$ cat src/rtl/tis_pkg.sv
// Shared types and constants for the threshold-implementation S-box datapath.
// Holds GF(2^4) share widths and the mask-generator parameters.
package tis_pkg;

    localparam int GF4_W = 4;
    localparam int LFSR_W = 16;
    localparam logic [LFSR_W-1:0] LFSR_TAPS = 16'hB400;
    localparam logic [LFSR_W-1:0] SEED_DEFAULT = 16'hACE1;

    typedef logic [GF4_W-1:0] gf4_t;

    typedef struct packed {
        gf4_t q3;
        gf4_t q2;
        gf4_t q1;
        gf4_t q0;
    } qshares_t;

    // One Fibonacci step: shift left, feedback from taps 16,14,13,11.
    function automatic logic [LFSR_W-1:0] lfsr_step(
        input logic [LFSR_W-1:0] s
    );
        return {s[LFSR_W-2:0], ^(s & LFSR_TAPS)};
    endfunction

endpackage

$ cat src/rtl/prng_lfsr16.sv
// 16-bit Fibonacci LFSR mask source.
// A seed load beats a step; a zero seed falls back to the default value.
module prng_lfsr16
    import tis_pkg::*;
#(
    parameter logic [LFSR_W-1:0] SEED_DEFAULT = tis_pkg::SEED_DEFAULT
) (
    input  logic              clk_i,
    input  logic              rst_ni,
    input  logic              load_i,
    input  logic [LFSR_W-1:0] seed_i,
    input  logic              step_i,
    output logic [LFSR_W-1:0] state_o
);

    logic [LFSR_W-1:0] state_q;
    logic [LFSR_W-1:0] state_d;

    // Next state: seed load first, then step, else hold.
    always_comb begin
        state_d = state_q;
        if (load_i) begin
            state_d = (seed_i == '0) ? SEED_DEFAULT : seed_i;
        end else if (step_i) begin
            state_d = lfsr_step(state_q);
        end
    end

    // State register, reset to the default seed.
    always_ff @(posedge clk_i or negedge rst_ni) begin
        if (!rst_ni) begin
            state_q <= SEED_DEFAULT;
        end else begin
            state_q <= state_d;
        end
    end

    assign state_o = state_q;

endmodule

$ cat src/rtl/shared_compress_gf4.sv
// Registers four GF(2^4) cross-product shares, then compresses them
// to two shares with an optional LFSR refresh, as a 2-stage pipeline.
module shared_compress_gf4
    import tis_pkg::*;
#(
    parameter bit REFRESH = 1'b1,
    parameter logic [LFSR_W-1:0] SEED_DEFAULT = tis_pkg::SEED_DEFAULT
) (
    input  logic              ClkxCI,
    input  logic              RstxBI,
    input  logic [LFSR_W-1:0] SeedxDI,
    input  logic              SeedLoadxSI,
    input  logic              InValidxSI,
    output logic              InReadyxSO,
    input  logic [GF4_W-1:0]  QxDI0,
    input  logic [GF4_W-1:0]  QxDI1,
    input  logic [GF4_W-1:0]  QxDI2,
    input  logic [GF4_W-1:0]  QxDI3,
    output logic              OutValidxSO,
    input  logic              OutReadyxSI,
    output logic [GF4_W-1:0]  AxDO0,
    output logic [GF4_W-1:0]  AxDO1
);

    logic     v1_q, v1_d;
    logic     v2_q, v2_d;
    qshares_t s1_q, s1_d;
    gf4_t     a0_q, a0_d;
    gf4_t     a1_q, a1_d;

    logic adv1;
    logic adv2;
    logic step;
    gf4_t mask;

    logic [LFSR_W-1:0] lfsr;
    logic              unused_lfsr;

    assign adv2 = !v2_q || OutReadyxSI;
    assign adv1 = !v1_q || adv2;
    assign step = adv2 && v1_q;

    assign InReadyxSO  = adv1;
    assign OutValidxSO = v2_q;
    assign AxDO0       = a0_q;
    assign AxDO1       = a1_q;

    assign mask        = REFRESH ? lfsr[GF4_W-1:0] : '0;
    assign unused_lfsr = ^lfsr[LFSR_W-1:GF4_W];

    prng_lfsr16 #(
        .SEED_DEFAULT(SEED_DEFAULT)
    ) u_prng (
        .clk_i  (ClkxCI),
        .rst_ni (RstxBI),
        .load_i (SeedLoadxSI),
        .seed_i (SeedxDI),
        .step_i (step),
        .state_o(lfsr)
    );

    // Next state: share capture in stage 1, pairwise compression in stage 2.
    always_comb begin
        v1_d = v1_q;
        s1_d = s1_q;
        v2_d = v2_q;
        a0_d = a0_q;
        a1_d = a1_q;
        if (adv1) begin
            v1_d = InValidxSI;
            if (InValidxSI) begin
                s1_d = '{q3: QxDI3, q2: QxDI2, q1: QxDI1, q0: QxDI0};
            end
        end
        if (adv2) begin
            v2_d = v1_q;
            if (v1_q) begin
                a0_d = s1_q.q0 ^ s1_q.q1 ^ mask;
                a1_d = s1_q.q2 ^ s1_q.q3 ^ mask;
            end
        end
    end

    // Pipeline registers; the stage-1 bank is the glitch barrier.
    always_ff @(posedge ClkxCI or negedge RstxBI) begin
        if (!RstxBI) begin
            v1_q <= 1'b0;
            v2_q <= 1'b0;
            s1_q <= '0;
            a0_q <= '0;
            a1_q <= '0;
        end else begin
            v1_q <= v1_d;
            v2_q <= v2_d;
            s1_q <= s1_d;
            a0_q <= a0_d;
            a1_q <= a1_d;
        end
    end

endmodule
$ cat config.mk
export PLATFORM = sky130hd
export DESIGN_NAME = shared_compress_gf4
export DESIGN_NICKNAME = d
export VERILOG_FILES = /design/src/rtl/tis_pkg.sv /design/src/rtl/prng_lfsr16.sv /design/src/rtl/shared_compress_gf4.sv
export SDC_FILE = /design/constraint.sdc
export NUM_CORES = 1
export LEC_CHECK = 0
export CORE_MARGIN = 3
export CORE_UTILIZATION = 49
export DETAILED_ROUTE_END_ITERATION = 10
export GPL_TIMING_DRIVEN = 0
export HOLD_SLACK_MARGIN = 0.08
export PLACE_DENSITY = 0.83
export RECOVER_POWER = 50
export SYNTH_ARGS = -nofsm -noshare
export SYNTH_HDL_FRONTEND = slang
export SYNTH_SLANG_ARGS = --single-unit
$ cat constraint.sdc
create_clock -name ClkxCI -period 1.3 [get_ports ClkxCI]
set_input_delay 0.26 -clock ClkxCI [delete_from_list [all_inputs] [get_ports ClkxCI]]
set_output_delay 0.26 -clock ClkxCI [all_outputs]
set_load 0.1 [all_outputs]
==> results.ini, run 1 <==
[clock_network]
clk_pin_slew_ps=80
cts_tree=built
root_buffer=clkbuf_8
cts_buffer_depth=2
clk_latency_ps=300
cts_buffers=5
htree_levels=2
numClockSinks=42

[outcome]
outcome=finished, violations left
failed_checks=setup timing

[timing]
setup_viol=33
setup_tns_ps=-2750
holdWs_ps=115
finalHoldViolCount=0
tightestPinTransition_ps=996
drv_slew=0
max_freq_mhz=695
slew_headroom=0.336
min_period_ps=1440
finClkSkew_ps=9.24
fin_crit_sh=1.11
setup_ws_ps=-140
rsz0062_at_grt=true

[routing]
viasPerCell=5.23
vias=1386
drcViolationCount=0
drt.antenna.violating_nets=0
dr.pass1.iters=4
drt_wl_total_mm=4.50
wl_per_cell_um=17.0
drt_iter0_markers=52

[synthesis]
yosys_warnings=0
ys_seq_area_frac=0.545
avgSynthCellArea_um2=12.7
syn_inst=153
synth_area_leader_cell=dfrtp_1
synth_seq_cells=42
synth_nets=190
yosysUniqueCellTypes=22
syn_area_um2=1950
synth_top_area_frac=0.437
synthTopCellsByArea=dfrtp_1 (44%), mux2_2 (12%), dfstp_2 (11%)

[power]
leakagePower_nw=1.27
pwr-share-comb=0.405
cellPowerDensity_nw_per_um2=1590
intPower_mw=2.62
power.switching_mw=1.74
clockPowerShare=0.196
power_switching_share=0.398
peakVddDrop_mv=0.858
seq_power_share=0.399
power_mw=4.36

[floorplan]
io_pins=47
die_h_um=69.0
coreArea_um2=3740
die_x_um=69.0
start_util=0.520
fp-row-count=22
die-area_um2=4770

[grt]
grt_max_degree=43
busiest_layer=met2
grt_pass1_vias=1433
grt_first_pass_wirelength_mm=6.83
use_met2=0.342
use_met3=0.0350
antenna_found_initial=0
grt.overflow.total=0
grt_util_all_layers=0.185
grt.met1_usage=0.204

[setup_path]
arrival_ps=1180
start_kind=flop
r2r_slack_ps=-130
cp.required_ps=1040
r2r_start=v1_q
reg2reg_to=s1_q[12]
worst-r2r-cell-count=5
end_kind=output port
path_class=reg -> out
crit_fanout=3

[finish]
layout-drive-gt1-share=0.341
final_area_um2=2740
utilization=0.731
diodes=0
syn_to_final_growth_pct=40.6
nNetsFinal=253
finalNonFillerCells=265

[place]
port_buffers=45
place_congestion=0.802
hpwl_mm=3.15
placed_area_um2=2480
pre_cts_ws_ps=-1060
dp_cells=246

[min_path]
hold_class=in -> async

[job]
maxCapViolCount=0

==> worst max-delay path: stages, from the launching register on <==
cell	delay, ps
dfrtp_4	500
nand3b_1	160
buf_8	220
==> logic make-up (layout without fill, tap and decap cells) <==
kind of cell    count (synthesis)  after routing  synth area share
simple gates                   28             28            0.0791
xor+xnor                       19             19            0.0855
buf+inv                         7             71            0.0276
compound gates                 25             25            0.0778
mux                            32             32             0.185
flops                          42             42             0.545
==> metal layers <==
layer,up-vias,share of wire
li1,663,-
met1,682,0.37
met2,33,0.57
met3,8,0.043
met4,0,0.017
met5,-,0
==> state kept, by name (all words and copies together) (netlist names) <==
signal          count
OutValidxSO         1
v1_q                1
u_prng.state_o     16
AxDO0               4
s1_q               16
AxDO1               4
==> repair_timing <==
| action | CTS | global route |
|---|---|---|
| setup buffers | 8 | 2 |
| resized for setup | 72 | 16 |
| gates cloned | 0 | 1 |
| endpoints found under the setup margin | 33 | 33 |
| hold buffers | 0 | 0 |
| pin swaps | 5 | 5 |
==> worst max-delay path by stage <==
stage / startpoint / endpoint / cells after the start
after floorplan: OutValidxSO / s1_q[10] / 4
after global placement: RstxBI / OutValidxSO / 1
after detailed placement: OutReadyxSI / InReadyxSO / 3
after CTS: OutValidxSO / InReadyxSO / 2
after global routing: v1_q / s1_q[9] / 5
final: OutValidxSO / InReadyxSO / 2
==> cells in the mapped netlist <==
cell	instances
dfrtp_1	34
mux2_2	20
o21ai_0	18
nand2_1	16
xnor2_1	10
mux2i_1	9
xor2_1	9
dfstp_2	8
o22a_1	7
nor4_1	4
clkbuf_1	3
mux2_4	3
buf_6	2
nand2b_1	2
and4_1	1
buf_2	1
buf_8	1
nand2_2	1
nand2_4	1
nand2b_2	1
nand2b_4	1
nand3b_1	1
==> power by group through the flow <==
stage	Sequential, mW	Combinational, mW	Clock, mW
2_1_floorplan	2.43	0.564	0
3_3_place_gp	1.74	1.68	0
3_5_place_dp	1.76	1.71	0
4_1_cts	1.74	1.75	0.870
5_1_grt	1.77	1.85	0.934
6_report	1.74	1.77	0.853
==> area by class of cell <==
class	count	area, um2
Timing Repair Buffer	56	559
Fill cell	264	1010
Sequential cell	42	1060
Clock buffer	7	86.3
Multi-Input combinational cell	104	892
Tap cell	48	60.1
Buffer	7	68.8
Clock inverter	1	5.00
==> placed cells by master, fill, tap and decap left out, types with 2 or more instances in the layout <==
cell             count
o21ai_1             16
o22a_1               7
dlygate4sd2_1        3
dlymetal6s2s_1       9
mux2i_1              8
xor2_1               9
nor4_2               3
mux2_2              16
buf_4               14
clkbuf_8             6
clkdlybuf4s50_1     22
dfstp_2              8
xnor2_1             10
buf_8                2
dfrtp_1             33
clkbuf_1             4
buf_6                6
mux2_4               7
nand2b_4             2
nand2_1             16
nand2b_1             2
No activity file was read; power rests on OpenSTA's default activity.
==> run 2, diff against run 1 <==
HOLD_SLACK_MARGIN = 0.15   (was 0.08)
==> results of run 2 <==
Final layout, timing and power as in run 1 (identical DEF).
